`src/rtl/memory_stage_pkg.sv`:
```
// Shared pipeline records and data-bus field widths for the MEM stage.
// Execute/memory records travel between stages unchanged in layout.
package memory_stage_pkg;

    localparam int XLEN        = 64;
    localparam int DBUS_ADDR_W = 64;
    localparam int DBUS_DATA_W = 64;
    localparam int DBUS_STRB_W = DBUS_DATA_W / 8;
    localparam int DBUS_SIZE_W = 2;

    typedef enum logic [1:0] {MSIZE1, MSIZE2, MSIZE4, MSIZE8} msize_t;
    typedef logic [6:0] op_t;

    typedef struct packed {
        op_t    op;
        logic   mem_read;
        logic   mem_write;
        msize_t msize;
        logic   mem_unsigned;
    } ctl_t;

    typedef struct packed {
        logic [XLEN-1:0] pc;
        logic [XLEN-1:0] result;
        ctl_t            ctl;
        logic [4:0]      dst;
        logic [XLEN-1:0] store_data;
        logic            is_bubble;
    } execute_data_t;

    typedef struct packed {
        logic [XLEN-1:0] pc;
        logic [XLEN-1:0] result;
        ctl_t            ctl;
        logic [4:0]      dst;
        logic [XLEN-1:0] memory_address;
        logic            is_bubble;
    } memory_data_t;

    function automatic logic is_mem_op(execute_data_t d);
        return !d.is_bubble && (d.ctl.mem_read || d.ctl.mem_write);
    endfunction

    function automatic memory_data_t to_mem(execute_data_t d);
        memory_data_t m;
        m.pc             = d.pc;
        m.result         = d.result;
        m.ctl            = d.ctl;
        m.dst            = d.dst;
        m.is_bubble      = d.is_bubble;
        m.memory_address = (d.ctl.mem_read || d.ctl.mem_write) ? d.result : '0;
        return m;
    endfunction

    function automatic memory_data_t mem_bubble();
        memory_data_t m;
        m           = '0;
        m.is_bubble = 1'b1;
        return m;
    endfunction

endpackage

```
`src/rtl/memory_stage_align.sv`:
```
// Byte-lane steering for the data bus: store strobes/data, load extraction
// with sign/zero extension, and natural-alignment check.
module mem_align
    import memory_stage_pkg::*;
(
    input  logic [XLEN-1:0]        addr_i,
    input  msize_t                 msize_i,
    input  logic [XLEN-1:0]        store_data_i,
    input  logic [DBUS_DATA_W-1:0] rdata_i,
    input  logic                   unsigned_i,
    output logic [DBUS_STRB_W-1:0] strobe_o,
    output logic [DBUS_DATA_W-1:0] wdata_o,
    output logic [XLEN-1:0]        load_o,
    output logic                   misaligned_o
);

    logic [2:0]             off;
    logic [5:0]             sh;
    logic [7:0]             mask;
    logic [15:0]            strb_wide;
    logic [DBUS_DATA_W-1:0] raw;

    always_comb begin
        off = addr_i[2:0];
        sh  = {off, 3'b000};
        case (msize_i)
            MSIZE1:  begin mask = 8'h01; misaligned_o = 1'b0;         end
            MSIZE2:  begin mask = 8'h03; misaligned_o = addr_i[0];    end
            MSIZE4:  begin mask = 8'h0F; misaligned_o = |addr_i[1:0]; end
            default: begin mask = 8'hFF; misaligned_o = |off;         end
        endcase

        // Lanes shifted past byte 7 are dropped; only aligned accesses reach the bus.
        strb_wide = {8'h00, mask} << off;
        strobe_o  = strb_wide[7:0];
        wdata_o   = store_data_i << sh;

        raw = rdata_i >> sh;
        case (msize_i)
            MSIZE1:  load_o = unsigned_i ? {56'b0, raw[7:0]}  : {{56{raw[7]}},  raw[7:0]};
            MSIZE2:  load_o = unsigned_i ? {48'b0, raw[15:0]} : {{48{raw[15]}}, raw[15:0]};
            MSIZE4:  load_o = unsigned_i ? {32'b0, raw[31:0]} : {{32{raw[31]}}, raw[31:0]};
            default: load_o = raw;
        endcase
    end

endmodule

```
`src/rtl/memory_stage.sv`:
```
// MEM stage: passes ALU results through, runs the data-bus handshake for
// loads/stores, and stalls execute while a request is outstanding.
module memory_stage
    import memory_stage_pkg::*;
#(
    parameter int ADDR_W = 64,
    parameter int DATA_W = 64
) (
    input  logic                  clk,
    input  logic                  reset,
    input  execute_data_t         dataE,
    input  logic                  flush,
    output logic                  stallM,
    output memory_data_t          dataM,
    output logic                  misalign,
    output logic                  dbus_valid,
    output logic [ADDR_W-1:0]     dbus_addr,
    output logic [1:0]            dbus_size,
    output logic [DATA_W/8-1:0]   dbus_strobe,
    output logic [DATA_W-1:0]     dbus_wdata,
    input  logic                  dbus_addr_ok,
    input  logic                  dbus_data_ok,
    input  logic [DATA_W-1:0]     dbus_rdata
);

    typedef enum logic [1:0] {S_IDLE, S_WAIT, S_DRAIN} state_t;

    state_t        state_q, state_d;
    execute_data_t req_q, req_d;
    memory_data_t  dataM_q, dataM_d;
    logic          misalign_q, misalign_d;

    execute_data_t   cur;
    memory_data_t    done_rec;
    logic            mem_e, valid, stall;
    logic [7:0]      strobe;
    logic [63:0]     wdata, load_res;
    logic            misaligned;
    logic            unused_addr_ok;

    // Acceptance is not needed: the request stays up until the response arrives.
    assign unused_addr_ok = dbus_addr_ok;

    // IDLE serves the incoming record; WAIT/DRAIN replay the latched request.
    assign cur   = (state_q == S_IDLE) ? dataE : req_q;
    assign mem_e = is_mem_op(dataE) && !flush;

    mem_align u_align (
        .addr_i       (cur.result),
        .msize_i      (cur.ctl.msize),
        .store_data_i (cur.store_data),
        .rdata_i      (dbus_rdata),
        .unsigned_i   (cur.ctl.mem_unsigned),
        .strobe_o     (strobe),
        .wdata_o      (wdata),
        .load_o       (load_res),
        .misaligned_o (misaligned)
    );

    always_comb begin
        done_rec = to_mem(cur);
        if (cur.ctl.mem_read) done_rec.result = load_res;
    end

    always_comb begin
        state_d    = state_q;
        req_d      = req_q;
        dataM_d    = mem_bubble();
        misalign_d = 1'b0;
        valid      = 1'b0;
        stall      = 1'b0;
        case (state_q)
            S_IDLE: begin
                if (mem_e) begin
                    if (misaligned) begin
                        dataM_d           = to_mem(dataE);
                        dataM_d.is_bubble = 1'b1;
                        misalign_d        = 1'b1;
                    end else begin
                        valid = 1'b1;
                        req_d = dataE;
                        if (dbus_data_ok) begin
                            dataM_d = done_rec;
                        end else begin
                            stall   = 1'b1;
                            state_d = S_WAIT;
                        end
                    end
                end else if (!flush) begin
                    dataM_d = to_mem(dataE);
                end
            end
            S_WAIT: begin
                valid = 1'b1;
                if (dbus_data_ok) begin
                    state_d = S_IDLE;
                    if (!flush) dataM_d = done_rec;
                end else if (flush) begin
                    state_d = S_DRAIN;
                end else begin
                    stall = 1'b1;
                end
            end
            S_DRAIN: begin
                // Orphaned request still owns the bus; non-mem work keeps flowing.
                valid = 1'b1;
                stall = mem_e;
                if (!mem_e && !flush) dataM_d = to_mem(dataE);
                if (dbus_data_ok) state_d = S_IDLE;
            end
            default: state_d = S_IDLE;
        endcase
    end

    always_ff @(posedge clk or posedge reset) begin
        if (reset) begin
            state_q    <= S_IDLE;
            req_q      <= '0;
            dataM_q    <= mem_bubble();
            misalign_q <= 1'b0;
        end else begin
            state_q    <= state_d;
            req_q      <= req_d;
            dataM_q    <= dataM_d;
            misalign_q <= misalign_d;
        end
    end

    assign dataM       = dataM_q;
    assign misalign    = misalign_q;
    assign stallM      = stall && !reset;
    assign dbus_valid  = valid && !reset;
    assign dbus_addr   = cur.result[ADDR_W-1:0];
    assign dbus_size   = cur.ctl.msize;
    assign dbus_strobe = (dbus_valid && cur.ctl.mem_write && !cur.ctl.mem_read) ? strobe : '0;
    assign dbus_wdata  = wdata;

endmodule
```
`config.mk`:
```
export PLATFORM = sky130hd
export DESIGN_NAME = memory_stage
export DESIGN_NICKNAME = d
export VERILOG_FILES = /design/src/rtl/memory_stage_pkg.sv /design/src/rtl/memory_stage_align.sv /design/src/rtl/memory_stage.sv
export SDC_FILE = /design/constraint.sdc
export NUM_CORES = 2
export LEC_CHECK = 0
export CORE_ASPECT_RATIO = 0.75
export CORE_MARGIN = 2
export CORE_UTILIZATION = 23
export CTS_CLUSTER_DIAMETER = 50
export DETAILED_ROUTE_END_ITERATION = 10
export DONT_BUFFER_PORTS = 1
export PLACE_DENSITY = 0.36
export RECOVER_POWER = 25
export SYNTH_ARGS = -nofsm -noshare
export SYNTH_HDL_FRONTEND = slang
export SYNTH_SLANG_ARGS = --single-unit
```
`constraint.sdc`:
```
create_clock -name clk -period 21.3 [get_ports clk]
set_clock_uncertainty 0.05 [all_clocks]
set_input_delay 4.26 -clock clk [delete_from_list [all_inputs] [get_ports clk]]
set_output_delay 4.26 -clock clk [all_outputs]
set_load 0.02 [all_outputs]
```
Word-level counts from Yosys, hierarchy flattened

Index checks and enable logic that the tools add are counted.

Flip-flop bits (word level): 423
Input bits: 279
Output and inout port bits: 351
Logic and storage cells: 94

Eq/ne operators: 9
Shifts and indexed selects: 3
Muxes and demuxes: 38
Bitwise gates (word level): 1
Reductions and logical operators: 21

Operators with widths:

| kind               | number |
|---|---|
| $mux 210           | 8 |
| $pmux 210 s3       | 1 |
| $mux 64            | 6 |
| $pmux 64 s3        | 1 |
| $shl 64x6->64      | 1 |
| $shr 64x6->64      | 1 |
| $pmux 8 s3         | 1 |
| $mux 2             | 6 |
| $mux 1             | 10 |
| $mux 8             | 1 |
| $ne 2x2->1 const B | 4 |
| $shl 8x3->8        | 1 |
| $logic_and 1x1->1  | 7 |
| $pmux 1 s3         | 2 |
| $pmux 2 s3         | 1 |
| $logic_not 1->1    | 5 |
| $reduce_and 5->1   | 1 |
| $eq 2x1->1 const B | 2 |
| $eq 2x2->1 const B | 2 |
| $logic_not 2->1    | 2 |
| $reduce_or 2->1    | 2 |
| $ne 3x3->1 const B | 1 |
| $reduce_and 3->1   | 1 |
| $reduce_or 3->1    | 1 |
| other kinds (3)    | 4 |

Longest topological paths before layout

Depth after elaboration: 11
Mapped depth: 14
Depth with buffers taken out: 10

Hierarchy

A second synthesis with hierarchy kept.

Cells, all modules: 2626
Area, all modules: 27168.6 um^2

Modules (own cells, without submodules):

| module       | times used | cells an instance | area each (um^2) | sequential area each (um^2) |
|---|---|---|---|---|
| memory_stage | 1          | 2026              | 22725.5          | 10586.4 |
| mem_align    | 1          | 600               | 4443.0           | 0.0 |

Worst setup path after synthesis

No wires, ideal clock.

Path type: input port to output port
Start: in dataE[82] (netlist name)
End: out dbus_strobe[5]
Arrival time: 7067 ps
Required time: 16990 ps
Setup slack: 9923 ps
Stages: 8
Buffers on the path: 1
Path through: buf_2 mux2i_4 o21ai_1 a2111oi_2 nor2_1 nor3_1 nand2_1 nor4b_1

Cells in the longest elaborated chain, start to end: 10
Elaborated cells on any way between the ends: 12
Those cells by class: 1 x shift; 6 x mux; 5 x reduce/logical

Ends and longest elaborated chain:

| element                                            | RTL line                                           | text |
|---|---|---|
| from (decl)                                        | memory_stage.sv:11                                 | `input execute_data_t dataE,` |
| $mux 210 *                                         | memory_stage.sv:45                                 | `assign cur = (state_q == S_IDLE) ? dataE : req_q;` |
| $reduce_or 3->1 or $reduce_or 2->1 (tied branches) | memory_stage_align.sv:30, memory_stage_align.sv:29 |  |
| $pmux 1 s3 *                                       | memory_stage_align.sv:26                           | `case (msize_i)` |
| $mux 1 *                                           | memory_stage.sv:75                                 | `if (misaligned) begin` |
| $mux 1 *                                           | memory_stage.sv:74                                 | `if (mem_e) begin` |
| $pmux 1 s2 *                                       | memory_stage.sv:72                                 | `case (state_q)` |
| $logic_and 1x1->1 *                                | memory_stage.sv:132                                | `assign dbus_valid = valid && !reset;` |
| named net dbus_valid                               | memory_stage.sv:16                                 | `output logic dbus_valid,` |
| $logic_and 1x1->1 * (2 in series)                  | memory_stage.sv:135                                | `assign dbus_strobe = (dbus_valid && cur.ctl.mem_write && !cur.ctl.mem_read) ? strobe : '0;` |
| $mux 8 *                                           | memory_stage.sv:135                                |  |
| to (decl)                                          | memory_stage.sv:19                                 | `output logic [DATA_W/8-1:0] dbus_strobe,` |

Mark *: on every way through the listed nets, which the timed path passes. The rest lies on a longest branch.

Worst setup path after layout

Start: in dataE[84] (netlist name)
End: out dbus_strobe[6]

Cells in the longest elaborated chain, start to end: 10
Elaborated cells on any way between the ends: 11
Those cells by class: 1 x shift; 6 x mux; 4 x reduce/logical

Ends and longest elaborated chain:

| element                         | RTL line                 | text |
|---|---|---|
| $mux 210 *                      | memory_stage.sv:45       |  |
| $reduce_or 3->1                 | memory_stage_align.sv:30 | `default: begin mask = 8'hFF; misaligned_o = \|off; end` |
| $pmux 1 s3                      | memory_stage_align.sv:26 |  |
| $mux 1                          | memory_stage.sv:75       |  |
| $mux 1                          | memory_stage.sv:74       |  |
| $pmux 1 s2                      | memory_stage.sv:72       |  |
| $logic_and 1x1->1               | memory_stage.sv:132      |  |
| $logic_and 1x1->1 (2 in series) | memory_stage.sv:135      |  |
| $mux 8 *                        | memory_stage.sv:135      |  |

Mark *: on every way between the ends. The rest lies on a longest branch, timed or not.

==> qor.yml <==
status: "complete, but fails checks"
violations: "capacitance limit, slew limit"
die_h_um: 279
place_inst: 3900
start_kind: "input port"
grt_pass1_vias: 20000
cts.sink_count: 423
worstRegToRegCells: 10
hold_viol_final: 0
layout.cells.non_filler: 4028
path_common_cell: "a21oi_1"
grt_use_met2_pct: 29.9
grt_max_degree: 153
synth_edf_count: 0
yosys-top-cells-area: "dfrtp_1 46%, nand2_1 13%, mux2i_1 6.9%, o21ai_0 4.9%, a22o_1 3.3%"
critPathBufInv: 2
seq_area_frac_synth_pct: 45.8
area.growth.synth_to_final_pct: 16.4
clock_latency_ns: 0.64
yosysWarnings: 0
ctsResizeCount: 0
synth.largest_area_cell: "dfrtp_1"
worstPathCellList: "mux2i_4 -> clkbuf_1 -> inv_4 -> nor2_1 -> nand2_1 -> a21oi_1 -> a31oi_1 -> a21oi_1"
syn-cell-area_mm2: 0.0231
dieArea_mm2: 0.103
path_clk_slew_ns: 0.06
holdBufCountCts: 0
setup_tns_ns: 0
routedWlPerCell_um: 26.8
reg2reg_setup_slack_ns: 13.92
grt_pass1_wl_um: 153000
first_pass_iters: 5
wirelength_um: 108000
path_depth: 8
cpPeakStageDelay_ns: 1.91
cts_made_buffers: 70
rsz0062_at_grt: "no"
critical_path.max_fanout: 45
synth_area_per_cell_um2: 8.43
p_per_area_mw_per_mm2: 201
criticalPathCategory: "input port to output pin"
antenna_found_initial: 6
multiInputGateArea_mm2: 0.0115
crit_path_start: "dataE[84]"
cts-root-buf: "clkbuf_16"
cts_tree: "done"
max_freq_mhz: 72.6
setup_viol: 0
p_leak_nw: 12.6
via_count: 20657
end_kind: "output pin"
fin_crit_sh_pct: 64.7
maxCapViolCount: 4
start_util_pct: 23.2
io_pins: 630
nFillCells: 10570
synth-seq-cells: 423
clock_path_buffers: 3
drc: 0
synth.top_cell.area_share_pct: 45.7
io_buffers: 0
die_width_um: 370
crit_slowest_cell: "clkbuf_1"
ant_nets: 0
first_iter_violations: 1863
relSlewSlack_pct: -328
num_rows: 100
globalRoute.totalOverflow: 0
cpLargestDelayFamily: "buffers and inverters"
met3_usage_pct: 6.54
min_period_ns: 13.78
maxSlewViolCount: 307
ys_types: 66
syn-instance-count: 2740
crit_end: "dbus_strobe[6]"
viasPerCell: 5.13
rr_endpoint: "dataM[8]$_DFF_PP0_"
synth_async_sr_flop_share_pct: 100
postCtsSetupRepairBufs: 0
cp_data_arrival_time_ns: 9.47
h-tree-depth: 3
dp_hpwl_um: 75600
vdd_drop_max_uv: 87.5
worstPathRequired_ns: 16.99
tightest_slew_ns: 6.38
use_met1_pct: 28.3
synthMostInstantiatedCell: "nand2_1"
synth_fp_nets: 3023
place_congestion: 0.873
drive_gt1_share_pct: 9.23
regArea_mm2: 0.0106
hp-class: "register to register"
grt.total_usage_pct: 20.3
busiest_layer: "met2"
synth-main-ff-cell: "dfrtp_1"
nNetsFinal: 2929
design.core.area_mm2: 0.0995
r2r_start: "state_q[1]$_DFFE_PP0P_"
synth.cells.most_frequent: "770 x nand2_1, 422 x dfrtp_1, 227 x o21ai_0"
cell type report:
cell class | instances | area share [%]
multi-input combinational | 2033 | 42.7
sequential | 423 | 39.4
clock buffer | 83 | 7.03
tap | 1326 | 6.17
clock inverter | 42 | 2.32
timing repair buffer | 44 | 1.33
inverter | 74 | 1.05
antenna | 3 | 0.0279
placed cells by master, fill, tap and decap left out, types with 5 or more instances in the layout:
cell type,count
nand2_1,768
dfrtp_1,421
o21ai_0,227
nor2_1,187
mux2i_1,158
a21oi_1,147
a22o_1,87
clkbuf_16,71
inv_1,69
a211oi_1,59
nand3_1,55
mux2_2,51
nor2b_1,39
buf_4,38
nor3_1,29
a22oi_1,26
o221ai_1,22
o22ai_1,21
a221oi_1,19
o21ai_1,17
a21o_1,12
bufinv_16,11
nor4_1,10
a221o_1,8
clkinv_2,8
clkbuf_1,8
o31ai_1,7
o22a_1,7
clkbuf_8,7
nand2b_1,5
o211ai_1,5
inv_6,5
clkinvlp_4,5
where the power goes:
part           total, mW  internal, mW  switching [mW]
Sequential          1.54          1.14           0.402
Clock               1.24         0.781           0.461
Combinational       2.62         0.716            1.91
Total               5.41          2.64            2.77
state kept, by name (all words and copies together) (netlist names):
name / cells
dataM: 210
req_q: 210
state_q: 2
misalign: 1
cells by family (layout without fill, tap and decap cells):
kind of cell,Yosys count,in the layout,share of synthesized area [%]
compound gates,695,695,19.4
buf+inv,284,243,4.95
flops,423,423,45.8
fa+ha+maj,4,4,0.217
mux,218,218,10.1
simple gates,1116,1116,19.5
other cells,0,3,0
worst min path at each step:
stage	slack [ns]	start	cells past startpoint	to
floorplan	0.39	req_q[57]$_DFFE_PP0P_	2	req_q[57]$_DFFE_PP0P_
global route	0.43	req_q[60]$_DFFE_PP0P_	2	req_q[60]$_DFFE_PP0P_
global placement	0.40	req_q[62]$_DFFE_PP0P_	2	req_q[62]$_DFFE_PP0P_
finish	0.42	req_q[196]$_DFFE_PP0P_	1	dataM[196]$_DFF_PP0_
detailed placement	0.41	req_q[59]$_DFFE_PP0P_	2	req_q[59]$_DFFE_PP0P_
CTS	0.41	req_q[196]$_DFFE_PP0P_	1	dataM[196]$_DFF_PP0_
per-stage QoR:
| step | hold WS [ns] | total power [mW] | area (µm²) | util (%) | setup WS, ns |
|---|---|---|---|---|---|
| 2_1_floorplan | 0.388 | 3.28 | 23100 | - | 5.22 |
| 3_3_place_gp | 0.402 | 4.15 | 24400 | 24.5 | 9.53 |
| 3_5_place_dp | 0.409 | 4.18 | 24400 | 24.5 | 9.49 |
| 4_1_cts | 0.411 | 5.45 | 26900 | 27.0 | 9.48 |
| 5_1_grt | 0.433 | 5.74 | 26900 | 27.0 | 7.29 |
| 6_report | 0.417 | 5.41 | 26900 | 27.0 | 7.52 |
layer usage:
| layer | part of all wire, % | routed length (µm) |
|---|---|---|
| met1 | 46 | 49400 |
| met2 | 43 | 46600 |
| met3 | 8.4 | 9040 |
| met4 | 2.7 | 2870 |
| met5 | 0.022 | 24 |
Note: power is estimated with default switching activity, not from simulation.
